## src/rtl/nanov_spi_instr_fetch.sv

```systemverilog
// SPI-flash instruction fetch: streams 32-bit words with the READ command and hands them
// to the core through a one-word valid/ready buffer; start restarts the stream at a new address.
module nanov_spi_instr_fetch #(
  parameter int unsigned ADDR_BITS  = 24,
  parameter logic [7:0]  READ_CMD   = 8'h03,
  parameter int unsigned GAP_CYCLES = 1
) (
  input  logic                 clk_i,
  input  logic                 rst_i,
  input  logic                 start_i,
  input  logic [ADDR_BITS-1:0] start_addr_i,
  input  logic                 instr_ready_i,
  output logic                 instr_valid_o,
  output logic [31:0]          instr_o,
  output logic [ADDR_BITS-1:0] instr_addr_o,
  output logic                 spi_cs_n_o,
  output logic                 spi_sck_o,
  output logic                 spi_mosi_o,
  input  logic                 spi_miso_i,
  output logic [2:0]           dbg_state_o
);

  // Handshake: a word transfers on any cycle with instr_valid_o && instr_ready_i; instr_o and
  // instr_addr_o hold steady while valid is high and ready is low.
  typedef enum logic [2:0] {
    S_IDLE  = 3'd0,
    S_GAP   = 3'd1,
    S_CMD   = 3'd2,
    S_ADDR  = 3'd3,
    S_DATA  = 3'd4,
    S_STALL = 3'd5
  } state_e;

  localparam int CW = (ADDR_BITS > 32) ? $clog2(ADDR_BITS) : 5;
  localparam int GW = (GAP_CYCLES > 1) ? $clog2(GAP_CYCLES) : 1;
  localparam int TW = 8 + ADDR_BITS;

  state_e               state_q, state_d;
  logic                 phase_q, phase_d;
  logic [CW-1:0]        bit_cnt_q, bit_cnt_d;
  logic [GW-1:0]        gap_cnt_q, gap_cnt_d;
  logic [TW-1:0]        tx_q, tx_d;
  logic [31:0]          rx_q, rx_d;
  logic [ADDR_BITS-1:0] fetch_addr_q, fetch_addr_d;
  logic [31:0]          instr_q, instr_d;
  logic [ADDR_BITS-1:0] instr_addr_q, instr_addr_d;
  logic                 valid_q, valid_d;
  logic                 cs_n_q, cs_n_d;
  logic                 sck_q, sck_d;
  logic                 mosi_q, mosi_d;
  logic [31:0]          rx_word;

  // Serial stream arrives byte0 first; the core wants byte0 in the low lane.
  function automatic logic [31:0] swap_bytes(input logic [31:0] w);
    return {w[7:0], w[15:8], w[23:16], w[31:24]};
  endfunction

  always_comb begin
    state_d      = state_q;
    phase_d      = phase_q;
    bit_cnt_d    = bit_cnt_q;
    gap_cnt_d    = gap_cnt_q;
    tx_d         = tx_q;
    rx_d         = rx_q;
    fetch_addr_d = fetch_addr_q;
    instr_d      = instr_q;
    instr_addr_d = instr_addr_q;
    valid_d      = valid_q;
    rx_word      = {rx_q[30:0], spi_miso_i};

    if (valid_q && instr_ready_i) valid_d = 1'b0;

    if (start_i) begin
      state_d      = S_GAP;
      phase_d      = 1'b0;
      gap_cnt_d    = GW'(GAP_CYCLES - 1);
      fetch_addr_d = start_addr_i & ~ADDR_BITS'(3);
      tx_d         = {READ_CMD, start_addr_i & ~ADDR_BITS'(3)};
      valid_d      = 1'b0;
    end else begin
      case (state_q)
        S_GAP: begin
          if (gap_cnt_q == '0) begin
            state_d   = S_CMD;
            phase_d   = 1'b0;
            bit_cnt_d = CW'(7);
          end else begin
            gap_cnt_d = gap_cnt_q - 1'b1;
          end
        end
        S_CMD, S_ADDR, S_DATA: begin
          if (!phase_q) begin
            phase_d = 1'b1;
          end else begin
            phase_d = 1'b0;
            tx_d    = tx_q << 1;
            if (state_q == S_DATA) rx_d = rx_word;
            if (bit_cnt_q != '0) begin
              bit_cnt_d = bit_cnt_q - 1'b1;
            end else if (state_q == S_CMD) begin
              state_d   = S_ADDR;
              bit_cnt_d = CW'(ADDR_BITS - 1);
            end else if (state_q == S_ADDR) begin
              state_d   = S_DATA;
              bit_cnt_d = CW'(31);
            end else begin
              bit_cnt_d = CW'(31);
              if (!valid_q || instr_ready_i) begin
                instr_d      = swap_bytes(rx_word);
                instr_addr_d = fetch_addr_q;
                fetch_addr_d = fetch_addr_q + ADDR_BITS'(4);
                valid_d      = 1'b1;
              end else begin
                state_d = S_STALL;
              end
            end
          end
        end
        S_STALL: begin
          if (instr_ready_i) begin
            instr_d      = swap_bytes(rx_q);
            instr_addr_d = fetch_addr_q;
            fetch_addr_d = fetch_addr_q + ADDR_BITS'(4);
            valid_d      = 1'b1;
            state_d      = S_DATA;
            phase_d      = 1'b0;
            bit_cnt_d    = CW'(31);
          end
        end
        default: ;
      endcase
    end

    // Pins are registered from the next state so they change cleanly on the clock edge.
    cs_n_d = (state_d == S_IDLE) || (state_d == S_GAP);
    sck_d  = phase_d && ((state_d == S_CMD) || (state_d == S_ADDR) || (state_d == S_DATA));
    mosi_d = ((state_d == S_CMD) || (state_d == S_ADDR)) && tx_d[TW-1];
  end

  always_ff @(posedge clk_i) begin
    if (rst_i) begin
      state_q      <= S_IDLE;
      phase_q      <= 1'b0;
      bit_cnt_q    <= '0;
      gap_cnt_q    <= '0;
      tx_q         <= '0;
      rx_q         <= '0;
      fetch_addr_q <= '0;
      instr_q      <= '0;
      instr_addr_q <= '0;
      valid_q      <= 1'b0;
      cs_n_q       <= 1'b1;
      sck_q        <= 1'b0;
      mosi_q       <= 1'b0;
    end else begin
      state_q      <= state_d;
      phase_q      <= phase_d;
      bit_cnt_q    <= bit_cnt_d;
      gap_cnt_q    <= gap_cnt_d;
      tx_q         <= tx_d;
      rx_q         <= rx_d;
      fetch_addr_q <= fetch_addr_d;
      instr_q      <= instr_d;
      instr_addr_q <= instr_addr_d;
      valid_q      <= valid_d;
      cs_n_q       <= cs_n_d;
      sck_q        <= sck_d;
      mosi_q       <= mosi_d;
    end
  end

  assign instr_valid_o = valid_q;
  assign instr_o       = instr_q;
  assign instr_addr_o  = instr_addr_q;
  assign spi_cs_n_o    = cs_n_q;
  assign spi_sck_o     = sck_q;
  assign spi_mosi_o    = mosi_q;
  assign dbg_state_o   = state_q;

endmodule
```

## config.mk

```make
export PLATFORM = sky130hd
export DESIGN_NAME = nanov_spi_instr_fetch
export DESIGN_NICKNAME = d
export VERILOG_FILES = /design/src/rtl/nanov_spi_instr_fetch.sv
export SDC_FILE = /design/constraint.sdc
export NUM_CORES = 1
export LEC_CHECK = 0
export CAP_MARGIN = 15
export CORE_ASPECT_RATIO = 0.6
export CORE_MARGIN = 2
export CORE_UTILIZATION = 59
export DETAILED_ROUTE_END_ITERATION = 6
export PLACE_DENSITY = 0.85
export SETUP_SLACK_MARGIN = 0.4
export SKIP_CTS_REPAIR_TIMING = 1
export SYNTH_ARGS = -nofsm -noshare
export SYNTH_HDL_FRONTEND = slang
export SYNTH_SLANG_ARGS = --single-unit
```

## constraint.sdc

```tcl
create_clock -name clk_i -period 6 [get_ports clk_i]
set_input_delay 1.2 -clock clk_i [delete_from_list [all_inputs] [get_ports clk_i]]
set_output_delay 1.2 -clock clk_i [all_outputs]
set_load 0.005 [all_outputs]
```

; ---- Word-level counts from Yosys, hierarchy flattened
; Index checks and enable logic that the tools add are counted.
[classes]
addsub = 3
multipliers = 0
n_div = 0
magnitude_cmp = 0
eq_ne = 22
n_shift = 0
muxes = 54
bitwise = 1
n_reduce_logical = 24
[op_table]
columns = op, count
row1 = $mux W24, 13
row2 = $mux W32, 9
row3 = $pmux W24 S2, 2
row4 = $pmux W32 S2, 1
row5 = $add A24 B3 Y24 const B, 1
row6 = $mux W3, 8
row7 = $mux W5, 4
row8 = $ne A3 B3 Y1 const B, 6
row9 = $pmux W5 S3, 1
row10 = $ne A2 B2 Y1 const B, 7
row11 = $reduce_and A7 Y1, 2
row12 = $eq A3 B2 Y1 const B, 4
row13 = $mux W1, 12
row14 = $eq A3 B3 Y1 const B, 3
row15 = $pmux W3 S3, 1
row16 = $reduce_and A8 Y1, 1
row17 = $eq A3 B1 Y1 const B, 2
row18 = $reduce_bool A2 Y1, 3
row19 = $reduce_bool A3 Y1, 2
row20 = $reduce_and A5 Y1, 1
row21 = $reduce_bool A5 Y1, 1
row22 = $sub A5 B1 Y5 const B, 1
row23 = $logic_or A1 B1 Y1, 4
row24 = $mux W4, 1
row25 = 11 further kinds, 14
[word_totals]
regBits = 156
latchBits = 0
ramBits = 0
mem_bits_ro = 0
input_bits = 29
out_inout_bits = 63
mem_count = 0

; ---- Longest topological paths before layout
; Gate-level depths: netlist of run 1.
[depth]
depth_word = 13
ltp_mapped = 10
mapped_depth_nobuf = 7

; ---- Worst setup path before layout of run 1
; No wires, ideal clock.
[synth_path]
kind = input to register
startpoint = input port instr_ready_i
endpoint = register fetch_addr_q[22]
setup_ns = 0.120
arrival_ns = 2.584
required_ns = 5.880
path_slack_ns = 3.296
cell_stages = 6
n_path_buf = 1
cell_sequence = buf_2 -> nand2b_1 -> a32oi_4 -> or3_4 -> o31a_1 -> o31a_1
[synth_via]
elab_chain_cells = 3
elab_cells_between_ends = 4
cone_classes = eq/ne: 2 / reduce/logical: 2
[synth_rtl]
columns = element, line_no
row1 = "start, declared", 12  ; input logic instr_ready_i,
row2 = $logic_or A1 B1 Y1, 108  ; if (!valid_q || instr_ready_i) begin
row3 = $ne A3 B3 Y1 (no source line), -
row4 = $reduce_and A7 Y1 (no source line) *, -
row5 = "end signal, assigned", 162  ; fetch_addr_q <= fetch_addr_d;
row6 = "end, declared", 44  ; logic [ADDR_BITS-1:0] fetch_addr_q, fetch_addr_d;
; Every way passes the cells marked *; elsewhere a longest branch is shown, timed or not.
; A chain may end at the register's enable or synchronous reset.

; ---- Final worst setup path of run 1
[layout_path]
startpoint = input port start_i
endpoint = register instr_q[8], in the netlist instr_o[8]
[layout_via]
elab_chain_cells = 2
[layout_rtl]
columns = element, line_no
row1 = "start, declared", 10  ; input logic start_i,
row2 = $not A1 Y1 (no source line), -
row3 = $reduce_and A8 Y1 (no source line), -
row4 = "end signal, assigned", 163  ; instr_q <= instr_d;
row5 = "end, declared", 45  ; logic [31:0] instr_q, instr_d;
; No other way between the ends.

==> results of run 1 <==
-- stage by stage --
| stage | power, W | util |
|---|---|---|
| 2_1_floorplan | 0.001146 | - |
| 3_3_place_gp | 0.001185 | 0.6906 |
| 3_5_place_dp | 0.001192 | 0.6906 |
| 4_1_cts | 0.002297 | 0.7485 |
| 5_1_grt | 0.002354 | 0.7503 |
| 6_report | 0.002294 | 0.7503 |
-- sequential cells by signal, summed over array words and instances, names as in the netlist --
signal         count
instr_o           32
rx_q              32
tx_q              30
fetch_addr_q      22
instr_addr_o      22
bit_cnt_q          5
dbg_state_o        3
instr_valid_o      1
phase_q            1
spi_cs_n_o         1
spi_mosi_o         1
spi_sck_o          1
-- path summary, 6_finish.rpt --
path / endpoint / slack, ns / start
setup / recovery: instr_o[8]$_SDFFE_PP0P_ / 2.03 / start_i
hold / removal: instr_addr_o[6]$_SDFFE_PP0P_ / 0.46 / instr_addr_o[6]$_SDFFE_PP0P_
setup reg to reg: instr_o[8]$_SDFFE_PP0P_ / 2.69 / bit_cnt_q[0]$_SDFFE_PP0P_
hold reg to reg: instr_addr_o[6]$_SDFFE_PP0P_ / 0.46 / instr_addr_o[6]$_SDFFE_PP0P_
-- power by group through the flow --
| stage | sequential, W | clock [W] | combinational [W] |
|---|---|---|---|
| after floorplan | 0.00106 | 0 | 0.0000834 |
| after global placement | 0.00107 | 0 | 0.000113 |
| after detailed placement | 0.00107 | 0 | 0.000118 |
| after CTS | 0.00105 | 0.00112 | 0.000120 |
| after global routing | 0.00106 | 0.00117 | 0.000133 |
| final | 0.00105 | 0.00112 | 0.000122 |
-- tightest hold or removal path, cell delays in order (launching register included) --
cell,delay (ns)
dfxtp_1,0.31
nand2_1,0.05
a21oi_1,0.05
-- cells in the final DEF (no fill, tap or decap), types with 11 or more instances in the layout --
master	count
a211oi_1	38
a21boi_0	29
a21oi_1	74
clkbuf_16	17
clkdlybuf4s50_1	86
dfxtp_1	151
mux2i_1	48
nand2_1	158
nor2_1	47
nor3_1	11
o21a_1	16
xnor2_1	14
-- layer usage --
| metal | part of all wire | global-route usage | vias up | routed length, um |
|---|---|---|---|---|
| met5 | 0 | 0 | - | 0 |
| met4 | 0.011 | 0.06979 | 0 | 189 |
| li1 | - | - | 2786 | - |
| met2 | 0.44 | 0.4037 | 241 | 7230 |
| met3 | 0.084 | 0.06477 | 24 | 1392 |
| met1 | 0.47 | 0.4076 | 2764 | 7790 |
-- final cells by class --
type                            instances  area, sq um
Timing Repair Buffer                   93        918.4
Clock buffer                           17        425.4
Multi-Input combinational cell        542         3256
Sequential cell                       151         3023
Tap cell                              139        173.9
Clock inverter                         15        193.9
Inverter                               11        41.29
Fill cell                             722         2673
-- kinds of logic after synthesis --
kind of cell               after synthesis  share of synthesized area
and+or+nand+nor                        269                     0.1801
AOI/OAI and AO/OA                      201                     0.2065
buffers and inverters                   71                    0.04739
DFF                                    151                     0.4598
xor gates and xnor gates                15                    0.01999
adders and majority gates                3                   0.005711
other                                    1                  0.0005704
muxes                                   52                    0.07994
==> impl_metrics.ini, run 1 <==
[setup_path]
worstPathCellList = clkdlybuf4s50_1 -> nor3_1 -> o221a_2 -> buf_4 -> nor2_1 -> a211oi_1
cp_data_required_time_ns = 6.32
endpoint_kind = register
cp.arrival_ns = 4.29
slowest_stage = o221a_2
r2r_cells = 8
path_buf_inv = 2
crit_cells = 6
critPathTopFamily = buffers and inverters
start_kind = input port
worstSetupPathType = input port to register
crit_fanout = 50
critPathMaxStageDelay_ns = 0.94

[clocking]
cts_sinks = 151
worst_skew_pair.late_latency_ns = 0.43
cts_root_buffer = clkbuf_16
cts_tree = done
cts_buffers = 17
clkSlewWorstSetupHoldPaths_ns = 0.07
cts-htree-levels = 4
clk_path_buf_depth = 2

[global_route]
grt_max_degree = 111
grt_pass1_wl_mm = 26.45
antenna_found_initial = 0
overflow = 0
grt_use_total = 0.2746
grt_pass1_vias = 5200

[floorplanning]
fp.dieW_um = 140.3
rows = 29
die_area_sq_um = 12030
initial_utilization = 0.6141
num_io_pins = 92
placeableCoreArea_sq_um = 10700
die_h_um = 85.77

[place]
dp_hpwl_mm = 10.73
pre_cts_slack_ns = 1.703
dp.cells = 934
place_area_sq_um = 7392
gp_congestion = 0.8633
io_buffers = 87

[logic_synthesis]
avgSynthCellArea_sq_um = 8.616
seq_area_frac_synth = 0.4598
yosys_register_bits = 151
synth-warning-count = 0
synth_common_cells = 158 x nand2_1, 151 x dfxtp_1, 74 x a21oi_1, 48 x mux2i_1, 47 x nor2_1
synthArstFlopShare = 0
synth.most_common_cell = nand2_1
synthCells = 763
synth_top_area_share = 0.4598
yosysTopAreaCell = dfxtp_1
syn_area_sq_um = 6574
synth_edf_count = 0
yosysUniqueCellTypes = 57
ys_top_cells_by_area = dfxtp_1 46%, nand2_1 9.0%, mux2i_1 7.3%
synthFlopType = dfxtp_1

[cells_and_area]
syn_to_final_growth_pct = 22.17
drive_above_1_share = 0.06634
fin_area_sq_um = 8031
diodes = 0
final_cells = 968
fin_nets = 848

[power]
leakage_nw = 2.942
p_sw_frac = 0.2386
pwr-share-comb = 0.053
cellPowerDensity_nw_per_um2 = 285.6
p_seq_frac = 0.459
pwr-share-clk = 0.488
vdd.ir_drop.worst_mv = 0.2327
p_switching_w = 0.0005474
power.internal_w = 0.001747

[sta]
hold_viol_final = 0
setup-tns-final_ns = 0
rsz0062_at_grt = false
finalWorstSetupSlack_ns = 2.025
min_period_ns = 3.975
setup_viol = 0
slew_viol_final = 0
period_share = 0.6624
hold_ws_ns = 0.4553
max_freq_mhz = 251.6
tightest_slew_ns = 1.151
fin_skew_ns = 0.005652
max_slew_margin = 0.2325

[drt]
drtIter0Drc = 574
drt-pass1-iter-count = 5
drt-total-wl_mm = 16.60
via_count = 5815
viasPerCell = 6.007
drc = 0
ant_nets = 0
wire_per_inst_um = 17.15

[hold_path]
hp-class = register to register
min_path_cells = 2

[outcome]
status = finished clean

[flow_run]
drv_cap = 0
Note: power is estimated with default switching activity, not from simulation.
==> run 2, diff against run 1 <==
Settings changed: CORE_UTILIZATION 59 to 55, PLACE_DENSITY 0.85 to 0.8.
Clock period 6 ns to 3.8 ns, I/O delays scaled along.
==> run 2 against run 1 <==
Routed wire length fell by 1.2%. First-iteration DRC count rose by 0.17%. Global-route usage fell by 2.2 points. Largest cell class unchanged.
==> impl_metrics.ini, run 2 (same netlist as run 1, synthesis figures left out) <==
[setup_path]
reg2reg_to = instr_o[8]$_SDFFE_PP0P_
r2r_cells = 8
critPathTopFamily = simple AND/OR/NAND/NOR gates
start_kind = register
reg2reg_from = bit_cnt_q[0]$_SDFFE_PP0P_
rrSetupSlack_ns = 1.15
path_buf_inv = 2
crit_cells = 8
crit_fanout = 54
endpoint_kind = register
slowest_stage = buf_4
cp.arrival_ns = 2.95
worstPathCellList = inv_1 -> ha_1 -> nor4b_4 -> and2_1 -> o221a_2 -> buf_4 -> nor2_1 -> a211oi_1
startpoint = bit_cnt_q[0]$_SDFFE_PP0P_
critPathMaxStageDelay_ns = 0.43
cp_data_required_time_ns = 4.10
worstSetupPathType = register to register
endpoint = instr_o[8]$_SDFFE_PP0P_

[cells_and_area]
syn_to_final_growth_pct = 22.61
fin_area_sq_um = 8060
multi_input_area_sq_um = 3256
fill_cells = 889
final_cell_mix = 158 x nand2_1, 151 x dfxtp_1, 86 x clkdlybuf4s50_1
drive_above_1_share = 0.06747
register_area_sq_um = 3023
fin_nets = 853
final_core_util = 0.7017
diodes = 0
final_common_cell = nand2_1

[sta]
slew_viol_final = 0
max_slew_margin = 0.3398
tightest_slew_ns = 0.9903
fin_skew_ns = 0.008354
period_share = 0.6964
min_period_ns = 2.646
hold_viol_final = 0
rsz0062_at_grt = false
max_freq_mhz = 377.9
setup_viol = 0
finalWorstSetupSlack_ns = 1.154
setup-tns-final_ns = 0

[drt]
drt-total-wl_mm = 16.41
via_count = 5758
viasPerCell = 5.816
drtIter0Drc = 575
drt-pass1-iter-count = 5
drc = 0
wire_per_inst_um = 16.57
ant_nets = 0

[floorplanning]
placeableCoreArea_sq_um = 11490
rows = 30
initial_utilization = 0.5723
die_area_sq_um = 12870
num_io_pins = 92
die_h_um = 88.69
fp.dieW_um = 145.1

[global_route]
grt_max_degree = 87
grt_use_total = 0.2521
overflow = 0
antenna_found_initial = 1
grt_pass1_vias = 5230
grt_pass1_wl_mm = 26.06

[power]
vdd.ir_drop.worst_mv = 0.3129
cellPowerDensity_nw_per_um2 = 437.7
leakage_nw = 2.943

[hold_path]
hp-class = register to register

[outcome]
status = finished clean

[clocking]
cts_root_buffer = clkbuf_16
cts_sinks = 151
cts_buffers = 17
cts-htree-levels = 4
clk_path_buf_depth = 2
worst_skew_pair.late_latency_ns = 0.41
clkSlewWorstSetupHoldPaths_ns = 0.06
cts_tree = done

[place]
place_area_sq_um = 7463
pre_cts_slack_ns = 0.7602
gp_congestion = 0.8521
dp_hpwl_mm = 11.11
io_buffers = 87

[flow_run]
drv_cap = 0
-- run 2: how the worst min path moves through the flow --
stage	start	endpoint	slack, ns	cells after the start
CTS	instr_addr_o[12]$_SDFFE_PP0P_	instr_addr_o[12]$_SDFFE_PP0P_	0.46	2
detailed placement	instr_addr_o[12]$_SDFFE_PP0P_	instr_addr_o[12]$_SDFFE_PP0P_	0.45	2
finish	instr_addr_o[12]$_SDFFE_PP0P_	instr_addr_o[12]$_SDFFE_PP0P_	0.46	2
global route	instr_addr_o[23]$_SDFFE_PP0P_	instr_addr_o[23]$_SDFFE_PP0P_	0.48	2
floorplan	tx_q[25]$_SDFFE_PP0P_	tx_q[26]$_SDFFE_PP0P_	0.43	2
global placement	tx_q[25]$_SDFFE_PP0P_	tx_q[26]$_SDFFE_PP0P_	0.44	2
-- run 2: layer usage --
metal  share of wire  global-route usage
met1            0.48              0.3584
met2            0.43              0.3805
met3           0.080             0.06289
met4          0.0099             0.08200
met5          0.0012                   0
-- run 2: layout make-up --
class                      instances  share of cell area
tap                              160             0.02484
timing repair buffer              98              0.1189
inverter                          11            0.005123
clock buffer                      19             0.05619
sequential                       151              0.3750
clock inverter                     9             0.01599
multi-input combinational        542              0.4039
-- run 2: through the flow --
stage	instances	hold WS [ns]	power [W]
final	990	0.4569	0.003528
after global routing	990	0.4832	0.003648
after CTS	989	0.4554	0.003543
after detailed placement	961	0.4485	0.001883
after global placement	961	0.4408	0.001873
after floorplan	764	0.4321	0.001810
-- run 2: where the power goes --
part	switching (W)	internal, W
logic	0.000104	0.0000890
registers	0.0000426	0.00162
clock network	0.000621	0.00105
total	0.000768	0.00276
-- run 2: worst register-to-register path: stages, from the launching register on --
cell	delay, ns
dfxtp_1	0.32
inv_1	0.11
ha_1	0.22
nor4b_4	0.35
and2_1	0.38
o221a_2	0.30
buf_4	0.43
nor2_1	0.16
a211oi_1	0.27
==> run 3, diff against run 2 <==
Clock period 3.8 ns to 2.6 ns, I/O delays scaled along.
==> run 3 against run 2 <==
Cell count is 1.8% higher. Clock skew hardly changed. Largest power group unchanged. Die area stayed put. Critical path type unchanged. Final area is 2.3% higher. Utilization is 1.6 points higher. Register-to-register slack worse by 0.74 ns. Highest routed layer is now met4. Routed wire length is 1.8% higher. Clock-buffer cell count is 1 higher. Critical endpoint is now tx_q[19]$_SDFFE_PP0P_.
==> impl_metrics.ini, run 3 (same netlist as run 1, synthesis figures left out) <==
[outcome]
status = finished clean

[floorplanning]
fp.dieW_um = 145.1
rows = 30
die_area_sq_um = 12870
die_h_um = 88.69
placeableCoreArea_sq_um = 11490
initial_utilization = 0.5723
num_io_pins = 92

[setup_path]
slowest_stage = a21bo_2
critPathMaxStageDelay_ns = 0.70
cp_data_required_time_ns = 2.88
critPathTopFamily = compound AO/OA/AOI/OAI gates
start_kind = register
worstPathCellList = nand2b_1 -> a21bo_2 -> mux2_2 -> nand2_1 -> a21oi_1
worstSetupPathType = register to register
crit_fanout = 30
cp.arrival_ns = 2.47
endpoint_kind = register
path_buf_inv = 0

[place]
dp_hpwl_mm = 11.17
dp.cells = 971
place_area_sq_um = 7564
io_buffers = 87
gp_congestion = 0.8414

[sta]
max_freq_mhz = 456.5
hold_viol_final = 0
setup_viol = 0
fin_skew_ns = 0.008836
setup-tns-final_ns = 0
max_slew_margin = 0.4917
slew_viol_final = 0
tightest_slew_ns = 0.7625
rsz0062_at_grt = true
period_share = 0.8424
min_period_ns = 2.190

[power]
p_switching_w = 0.001223
vdd.ir_drop.worst_mv = 0.5028
p_seq_frac = 0.464
leakage_nw = 3.017
p_sw_frac = 0.2341
cellPowerDensity_nw_per_um2 = 633.6
power.internal_w = 0.004000
pwr-share-clk = 0.474
pwr-share-comb = 0.062

[drt]
drtIter0Drc = 495
ant_nets = 0
drt-total-wl_mm = 16.70
wire_per_inst_um = 16.57
drt-pass1-iter-count = 6
viasPerCell = 5.764
via_count = 5810
drc = 0

[global_route]
grt_pass1_wl_mm = 26.52
grt_max_degree = 60
overflow = 0
antenna_found_initial = 0
grt_pass1_vias = 5272
grt_use_total = 0.2578

[cells_and_area]
final_common_cell = nand2_1
final_cell_mix = 158 x nand2_1, 147 x dfxtp_1, 86 x clkdlybuf4s50_1
diodes = 0
final_core_util = 0.7176
fin_nets = 867
drive_above_1_share = 0.09906
fin_area_sq_um = 8243
final_cells = 1008
syn_to_final_growth_pct = 25.39

[clocking]
cts_buffers = 17
cts_tree = done
clk_path_buf_depth = 2
cts_root_buffer = clkbuf_16
cts-htree-levels = 4
worst_skew_pair.late_latency_ns = 0.42
clkSlewWorstSetupHoldPaths_ns = 0.06
cts_sinks = 151

[flow_run]
drv_cap = 0

[hold_path]
hp-class = register to register
run 3: cell types whose count changed in the layout (fill, tap and decap cells not counted), moves of 3 or more:
cell	previous run	this run
dfxtp_2	0	4
clkinv_2	3	0
buf_4	11	23
inv_6	0	3
dfxtp_1	151	147
run 3: worst paths after layout:
| path | from | to | slack (ns) | cells after the start |
|---|---|---|---|---|
| worst max-delay path | dbg_state_o[2]$_SDFF_PP0_ | tx_q[19]$_SDFFE_PP0P_ | 0.41 | 5 |
| worst min register to register | tx_q[25]$_SDFFE_PP0P_ | tx_q[26]$_SDFFE_PP0P_ | 0.46 | 2 |
| worst max register to register | dbg_state_o[2]$_SDFF_PP0_ | tx_q[19]$_SDFFE_PP0P_ | 0.41 | 5 |
| worst min-delay path | tx_q[25]$_SDFFE_PP0P_ | tx_q[26]$_SDFFE_PP0P_ | 0.46 | 2 |
run 3: per-layer routing:
| metal | vias to the layer above | part of all wire | track usage |
|---|---|---|---|
| met4 | 0 | 0.0092 | 0.05704 |
| met3 | 20 | 0.083 | 0.08196 |
| li1 | 2821 | - | - |
| met1 | 2744 | 0.47 | 0.3621 |
| met5 | - | 0 | 0 |
| met2 | 225 | 0.43 | 0.3935 |
run 3: per-stage QoR:
stage	hold slack [ns]	total power, W	worst slack, ns
2_1_floorplan	0.4321	0.002646	0.5385
3_3_place_gp	0.4372	0.002751	0.1946
3_5_place_dp	0.4468	0.002764	0.1580
4_1_cts	0.4568	0.005215	0.1821
5_1_grt	0.4788	0.005390	0.3244
6_report	0.4565	0.005223	0.4096
run 3: final cells by class:
cell class / instances / area, sq um
clock buffers: 20 / 456.7
clock inverters: 12 / 142.6
fillers: 858 / 3243
inverters: 11 / 41.29
multi-input cells: 542 / 3289
flip-flops and latches: 151 / 3028
well taps: 160 / 200.2
repair buffers: 112 / 1085
run 3: power groups by stage:
stage                     Combinational [W]  Sequential (W)  Clock, W
after floorplan                    0.000192         0.00245         0
after global placement             0.000282         0.00247         0
after detailed placement           0.000293         0.00247         0
after CTS                          0.000297         0.00242   0.00250
after global routing               0.000349         0.00243   0.00261
final                              0.000322         0.00243   0.00248
run 3: worst register-to-register path, cell delays in order (launching register included):
cell	delay, ns
dfxtp_2	0.46
nand2b_1	0.32
a21bo_2	0.70
mux2_2	0.42
nand2_1	0.08
a21oi_1	0.07
